## src/rtl/pe_row_sequencer_pkg.sv

```systemverilog
`default_nettype none
// ============================================================================
//  Module      : pe_row_sequencer_pkg
//  Description : Shared types for the PE-row job controller. Holds the PE
//                configuration word, the broadcast instruction word, the
//                sequencer command bundle and the default row geometry.
//  Revision    : 1.0  initial release
// ============================================================================
package pe_row_sequencer_pkg;

    // Default row geometry
    localparam int NPE_DEFAULT   = 4;
    localparam int PASSW_DEFAULT = 8;
    localparam int CYCW_DEFAULT  = 24;

    // Per-job PE configuration, broadcast to every column
    typedef struct packed {
        logic [3:0] mode;
        logic [5:0] loop_lim;
        logic [5:0] stride;
    } Conf;

    // Broadcast instruction word consumed by each DataPathController
    typedef struct packed {
        logic dval;
        logic start;
        logic reset;
        logic next;
        logic stall;
    } Inst;

    // Command bundle as seen on the configuration handshake
    typedef struct packed {
        Conf                      conf;
        logic [PASSW_DEFAULT-1:0] npass;
    } SeqCmd;

endpackage
`default_nettype wire

```

## src/rtl/pe_row_sequencer.sv

```systemverilog
`default_nettype none
// ============================================================================
//  Module      : pe_row_sequencer
//  Description : Job-level controller for one row of NPE PE columns.
//                Accepts a configuration command, broadcasts Conf, steps the
//                shared Inst word through npass passes while collecting each
//                PE's confEnd, and reports completion on a done handshake.
//  Ports       : i_clk / i_rst_n      clock, async active-low reset
//                cmd_rdy / cmd_ack    command handshake (i_cmd_conf, i_cmd_npass)
//                i_stall, i_abort     global stall, job abort
//                i_confEnd            per-PE end-of-configuration flags
//                o_PEconf, o_PEinst   broadcast configuration / instruction
//                done_rdy / done_ack  completion handshake (o_aborted)
//                o_pass_idx, o_cycles, o_busy  status
//  Revision    : 1.0  initial release
// ============================================================================
module pe_row_sequencer
    import pe_row_sequencer_pkg::*;
#(
    parameter int NPE   = NPE_DEFAULT,
    parameter int PASSW = PASSW_DEFAULT,
    parameter int CYCW  = CYCW_DEFAULT
) (
    input  logic             i_clk,
    input  logic             i_rst_n,
    input  logic             cmd_rdy,
    output logic             cmd_ack,
    input  Conf              i_cmd_conf,
    input  logic [PASSW-1:0] i_cmd_npass,
    input  logic             i_stall,
    input  logic             i_abort,
    input  logic [NPE-1:0]   i_confEnd,
    output Conf              o_PEconf,
    output Inst              o_PEinst,
    output logic             done_rdy,
    input  logic             done_ack,
    output logic             o_aborted,
    output logic [PASSW-1:0] o_pass_idx,
    output logic [CYCW-1:0]  o_cycles,
    output logic             o_busy
);

    typedef enum logic [2:0] {
        S_IDLE  = 3'd0,
        S_START = 3'd1,
        S_RUN   = 3'd2,
        S_NEXT  = 3'd3,
        S_ABORT = 3'd4,
        S_DONE  = 3'd5
    } state_t;

    state_t           r_state;
    Conf              r_conf;
    logic [PASSW-1:0] r_npass;
    logic [PASSW-1:0] r_pass_idx;
    logic [NPE-1:0]   r_end_mask;
    logic [CYCW-1:0]  r_cycles;
    logic             r_aborted;

    // The current cycle's confEnd bits count toward completion immediately,
    // so the pass ends on the cycle the last PE reports.
    logic [NPE-1:0]   w_end_mask_nxt;
    logic             w_all_end;
    logic             w_last_pass;

    assign w_end_mask_nxt = r_end_mask | i_confEnd;
    assign w_all_end      = &w_end_mask_nxt;
    // r_npass is never 0, so the subtraction cannot underflow.
    assign w_last_pass    = (r_pass_idx == (r_npass - PASSW'(1)));

    always_ff @(posedge i_clk or negedge i_rst_n) begin
        if (!i_rst_n) begin
            r_state    <= S_IDLE;
            r_conf     <= '0;
            r_npass    <= PASSW'(1);
            r_pass_idx <= '0;
            r_end_mask <= '0;
            r_cycles   <= '0;
            r_aborted  <= 1'b0;
        end else begin
            case (r_state)
                S_IDLE: begin
                    if (cmd_rdy) begin
                        r_conf     <= i_cmd_conf;
                        r_npass    <= (i_cmd_npass == '0) ? PASSW'(1) : i_cmd_npass;
                        r_pass_idx <= '0;
                        r_end_mask <= '0;
                        r_cycles   <= '0;
                        r_state    <= S_START;
                    end
                end
                S_START: begin
                    r_state <= i_abort ? S_ABORT : S_RUN;
                end
                S_RUN: begin
                    if (~&r_cycles) begin
                        r_cycles <= r_cycles + CYCW'(1);
                    end
                    // Abort wins over a pass completing in the same cycle.
                    if (i_abort) begin
                        r_state <= S_ABORT;
                    end else begin
                        r_end_mask <= w_end_mask_nxt;
                        if (w_all_end) begin
                            r_state <= w_last_pass ? S_DONE : S_NEXT;
                        end
                    end
                end
                S_NEXT: begin
                    if (i_abort) begin
                        r_state <= S_ABORT;
                    end else begin
                        r_pass_idx <= r_pass_idx + PASSW'(1);
                        r_end_mask <= '0;
                        r_state    <= S_RUN;
                    end
                end
                S_ABORT: begin
                    r_aborted <= 1'b1;
                    r_state   <= S_DONE;
                end
                S_DONE: begin
                    if (done_ack) begin
                        r_aborted <= 1'b0;
                        r_state   <= S_IDLE;
                    end
                end
                default: begin
                    r_state <= S_IDLE;
                end
            endcase
        end
    end

    // Instruction decode from the registered state; stall alone is a
    // combinational pass-through and only while running.
    always_comb begin
        o_PEinst = '0;
        case (r_state)
            S_START: begin
                o_PEinst.dval  = 1'b1;
                o_PEinst.start = 1'b1;
                o_PEinst.reset = 1'b1;
            end
            S_RUN: begin
                o_PEinst.dval  = 1'b1;
                o_PEinst.stall = i_stall;
            end
            S_NEXT: begin
                o_PEinst.dval  = 1'b1;
                o_PEinst.start = 1'b1;
                o_PEinst.next  = 1'b1;
            end
            S_ABORT: begin
                o_PEinst.dval  = 1'b1;
                o_PEinst.reset = 1'b1;
            end
            default: begin
                o_PEinst = '0;
            end
        endcase
    end

    assign cmd_ack    = (r_state == S_IDLE);
    assign done_rdy   = (r_state == S_DONE);
    assign o_busy     = (r_state != S_IDLE) && (r_state != S_DONE);
    assign o_PEconf   = r_conf;
    assign o_aborted  = r_aborted;
    assign o_pass_idx = r_pass_idx;
    assign o_cycles   = r_cycles;

endmodule
`default_nettype wire

```

## config.mk

```make
export PLATFORM = sky130hd
export DESIGN_NAME = pe_row_sequencer
export DESIGN_NICKNAME = d
export VERILOG_FILES = /design/src/rtl/pe_row_sequencer_pkg.sv /design/src/rtl/pe_row_sequencer.sv
export SDC_FILE = /design/constraint.sdc
export NUM_CORES = 1
export LEC_CHECK = 0
export ABC_AREA = 1
export BUFFER_PORTS_ARGS = -buffer_cell sky130_fd_sc_hd__buf_2
export CAP_MARGIN = 30
export CORE_MARGIN = 10
export CORE_UTILIZATION = 57
export CTS_CLUSTER_DIAMETER = 30
export CTS_CLUSTER_SIZE = 16
export DETAILED_ROUTE_END_ITERATION = 16
export PLACE_DENSITY = 0.95
export SETUP_SLACK_MARGIN = 0.1
export SYNTH_ARGS = -nofsm -noshare
export SYNTH_HDL_FRONTEND = slang
export SYNTH_SLANG_ARGS = --single-unit
```

## constraint.sdc

```tcl
create_clock -name i_clk -period 2.9 [get_ports i_clk]
set_input_delay 0.29 -clock i_clk [delete_from_list [all_inputs] [get_ports i_clk]]
set_output_delay 0.29 -clock i_clk [all_outputs]
set_load 0.02 [all_outputs]
```

# After elaboration in Yosys (flattened, before gate mapping)
# Index checks and enable logic that the tools add are counted.
# W data, S select, Z words.
# totals
reg_bits	64
inputBits	34
output_inout_bits	57
wordCells	70
# classes
addsub	3
n_eq_ne	13
n_mux	25
n_bitwise	1
n_reduce_logical	19
# ops
cell	count
$mux W24	2
$pmux W24 S2	1
$add A24 B1 Y24 const B	1
$mux W8	3
$reduce_and A24 Y1	1
$mux W3	6
$pmux W8 S2	1
$pmux W3 S5	1
$mux W4	3
$pmux W4 S3	1
$reduce_and A3 Y1	3
$add A8 B1 Y8 const B	1
$eq A8 B8 Y1	1
$logic_not A8 Y1	1
$ne A2 B2 Y1 const B	4
$reduce_and A4 Y1	2
$sub A8 B1 Y8 const B	1
$eq A3 B2 Y1 const B	2
$eq A3 B3 Y1 const B	2
$mux W1	6
$ne A3 B3 Y1 const B	2
$reduce_bool A2 Y1	3
$reduce_bool A3 Y1	2
$or A4 B4 Y4	1
8 further kinds	10

# Longest topological paths before layout
# logic_depth
depth_word	6
mapped_depth	16
ltp_nobuf	16

# Worst setup path before layout
# Ideal clock, no wire load.
# synth_path
path_kind	flip-flop to flip-flop
start	reg r_cycles[0], in the netlist o_cycles[0]
end	reg r_cycles[15], in the netlist o_cycles[15]
setup_time_ps	95
arrival_time_ps	1743
required_ps	2805
slack_ps	1061
path_stages_with_launch	11
path_buffers	1
period_less_slack_ps	1839
cell_sequence	dfrtp_1 > ha_1 > nand2_1 > nor2_2 > nand2_1 > nor3_4 > nand2_2 > nand3_2 > buf_4 > nand2_1 > o31ai_1
# synth_via
elab_chain_len	3
word_cells_on_any_way	6
classes_between	add/sub: 1; eq/ne: 1; mux: 2; reduce/logical: 2
# synth_lines
item	line_no	source
start, declared	pe_row_sequencer.sv:57	logic [CYCW-1:0] r_cycles;
start signal, assigned	pe_row_sequencer.sv:97	r_cycles <= r_cycles + CYCW'(1);
$add A24 B1 Y24 / $reduce_and A24 Y1 (equally long branches)	pe_row_sequencer.sv:97, pe_row_sequencer.sv:96	
$mux W24 / $ne A2 B2 Y1 (equally long branches)	n/a	
$pmux W24 S2 / $reduce_and A3 Y1 (equally long branches)	n/a	
# Several ways; a longest one is shown, not always the timed one. The select of a mux whose other input is x is not followed.
# A chain may end at the register's enable or synchronous reset.

==> key figures <==
Power
  – Cell Pwr Density: 885 nW/um^2
  – Internal power: 2.01 mW
  – Sw Share: 46.8%
  – Net Switching: 1.77 mW
  – Clock share of power: 18.3%
  – Maximum vdd drop: 0.000717 V
  – Register share of total power: 35.3%
  – Comb power frac: 46.4%
  – Total power: 3.78 mW
  – Pleak: 2.24 nW

Worst setup path
  – Worst path slowest cell: dfrtp_1
  – Cell family with most CP delay: simple AND/OR/NAND/NOR gates
  – FF-to-FF Start: o_cycles[0]
  – CP max stage delay: 0.42 ns
  – Crit Path Max Fanout: 13
  – Startpoint Class: register
  – Crit path cell chain: inv_2 -> nand2_4 -> nor2_2 -> inv_2 -> nor2_1 -> buf_2
  – Top cell by count, worst path: inv_2
  – Worst Path Buf+Inv: 3
  – CP Launch Point: r_state[2]
  – Critical path class: register to primary output
  – WP data required: 2.61 ns
  – Crit end category: primary output
  – Worst Path Arrival: 1.85 ns

Yosys
  – Syn Nets: 522
  – Yosys top cell area share: 44.2%
  – Asr flop ratio synth: 100%
  – Top cells by count, synth: 167 x nand2_1, 63 x dfrtp_1, 51 x inv_1, 40 x nor2_1, 24 x nand3_1
  – Netlist cell types: 37
  – Most area-hungry cell type in the Yosys netlist: dfrtp_1
  – Flops & latches, synth: 64
  – Seq/Total Area, Yosys: 44.9%
  – Cell area after synthesis: 3570 sq um
  – Ys flop type: dfrtp_1
  – Largest cells by area after synthesis: dfrtp_1 44%, nand2_1 18%, inv_1 5.4%, nor2_1 4.2%, nand3_1 3.4%
  – Count leader, synth: nand2_1
  – Number of flops mapped to enable cells by yosys: 0
  – Avg Cell Area, Syn: 7.36 sq um
  – Gate Count Post-Synth: 485
  – Warnings from Yosys: 0

Global route
  – Overflow after GRT: 0
  – Largest net degree at the start of global routing: 38
  – First-pass GRT wire length: 17.1 mm
  – Antenna violations before repair: 0
  – Total GRT Usage: 21.0%
  – Vias in the first global route: 3,636

Die
  – # rows: 28
  – Die area: 9820 sq um
  – DIE WIDTH: 99.1 microns
  – Height of the chip: 99.1 microns
  – Initial Utilization: 59.6%
  – Area of the core: 5990 sq um
  – I/O Pins: 91

Detailed routing
  – Detailed-route vias per instance: 5.54
  – Detailed Routing Iterations Pass 1: 5
  – Met2 Wirelength: 5.02 mm
  – Max Used Layer: met4
  – # DRC: 0
  – DR WL met3: 743 microns
  – Antenna Nets Post-Route: 0
  – DRT iter0 DRCs: 236
  – Final WL: 10.2 mm
  – Avg WL per Cell: 15.5 microns
  – Met1 wire length: 4.07 mm
  – Via count of the routed design: 3,657

Placement
  – Final Wtd Congestion: 0.966
  – Dpl hpwl: 7.68 mm
  – Placement Cell Area: 4100 sq um
  – Buffers on Ports: 90
  – Placed insts: 644
  – Worst slack at placement: 0.825 ns

Layout
  – Final std cell area, no fill: 4280 sq um
  – Util after Layout: 71.4%
  – Syn-to-layout area delta: 19.9%
  – Ant diodes: 0
  – Filler Cell Count: 467
  – Share of cells above drive strength 1: 23.8%
  – Finished Layout Cells: 660
  – Final #Nets: 618

CTS
  – Worst-skew pair later-pin latency: 0.35 ns
  – Reg clk slew, reported paths: 0.07 ns
  – TritonCTS Sinks: 64
  – TritonCTS buffer count: 9
  – Bufs on Longest Clock Path: 2
  – CTS tree: built
  – Htree depth: 3
  – Clk root buf: clkbuf_8

STA
  – Period utilization: 73.8%
  – FMAX: 467 MHz
  – Final Max Slew Viols: 0
  – Clk_skew: 0.00691 ns
  – Hold Slack: 0.129 ns
  – Setup TNS: 0 ns
  – Final setup violation count: 0
  – Slew @ Worst Pin: 0.736 ns
  – Final Hold Viols: 0
  – Rel. slew slack: 50.6%
  – Crit path time final: 2.14 ns
  – RSZ-0062 raised after global routing: no
  – Final WS setup: 0.759 ns

Hold path
  – Hold Path Origin: i_cmd_conf[2]
  – Min-Delay Path Class: primary input to register

Status
  – Status: complete, no violations

Run
  – Max-Cap Viols: 0
==> metal layers <==
metal  vias to the layer above  GRT usage, %
li1                       1743             -
met1                      1705          24.6
met2                       170          34.5
met3                        39          5.05
met4                         0          11.9
met5                         -             0
==> sequential cells by signal, indices dropped and copies added (netlist names) <==
| name | count |
|---|---|
| r_state | 3 |
| o_pass_idx | 8 |
| r_end_mask | 4 |
| o_cycles | 24 |
| o_PEconf | 16 |
| o_aborted | 1 |
| r_npass | 8 |
==> worst reg2reg max path, stage by stage (launching register included) <==
cell and delay (ns):
dfrtp_1 0.45, ha_1 0.28, nand2_1 0.11, nor2_2 0.05
nand2_1 0.11, nor3_4 0.07, a21oi_4 0.40, nand3_1 0.20
or2_1 0.25, a21oi_1 0.11
==> power groups by stage <==
| stage | clock [mW] | combinational [mW] | sequential, mW |
|---|---|---|---|
| after floorplan | 0 | 1.03 | 1.50 |
| after global placement | 0 | 1.65 | 1.33 |
| after detailed placement | 0 | 1.72 | 1.34 |
| after CTS | 0.697 | 1.75 | 1.33 |
| after global routing | 0.744 | 1.94 | 1.37 |
| final | 0.692 | 1.75 | 1.34 |
==> kinds of logic (layout without fill, tap and decap cells) <==
group | Yosys count | in the layout | synth area share [%]
and+or+nand+nor | 281 | 281 | 34.8
DFF | 64 | 64 | 44.9
adders and majority gates | 3 | 3 | 1.05
AOI/OAI and AO/OA | 59 | 59 | 9.43
buffers and inverters | 68 | 168 | 7.33
xor gates and xnor gates | 10 | 10 | 2.45
==> placed cells by master, fill, tap and decap left out, types with 4 or more instances in the layout <==
master	instances
a21oi_1	20
buf_2	90
clkbuf_8	11
dfrtp_1	63
inv_1	51
inv_2	7
nand2_1	167
nand2_2	6
nand3_1	24
nand4_1	5
nor2_1	40
nor2_2	6
nor3_1	10
nor4_1	7
o21ai_0	14
o21ai_1	11
o31ai_1	7
xnor2_1	4
xor2_1	6
==> cell type report <==
class                           instances  area, sq um  area share (%)
Clock inverter                          3         17.5           0.409
Clock buffer                           12          155            3.63
Inverter                               59          221            5.18
Multi-Input combinational cell        353         1700            39.8
Tap cell                               75         93.8            2.19
Timing Repair Buffer                   94          483            11.3
Sequential cell                        64         1600            37.5
==> path summary, 6_finish.rpt <==
| check | end | slack, ns | cells past startpoint |
|---|---|---|---|
| worst max-delay path | o_PEinst[0] | 0.76 | 6 |
| worst min-delay path | o_PEconf[2] | 0.13 | 3 |
| worst max register to register | o_cycles[16] | 0.78 | 9 |
| worst min register to register | o_PEconf[0] | 0.48 | 2 |
| max in group asynchronous | o_cycles[16] | 1.63 | 3 |
| min in group asynchronous | o_PEconf[10] | 0.54 | 2 |
==> timing repair <==
item | CTS | global route
buffers inserted | 0 | 0
hold buffers | 1 | 0
setup endpoints to repair | 0 | 0
hold endpoints to repair | 26 | 0
resized for setup | 0 | 0
No activity file was read; power rests on OpenSTA's default activity.
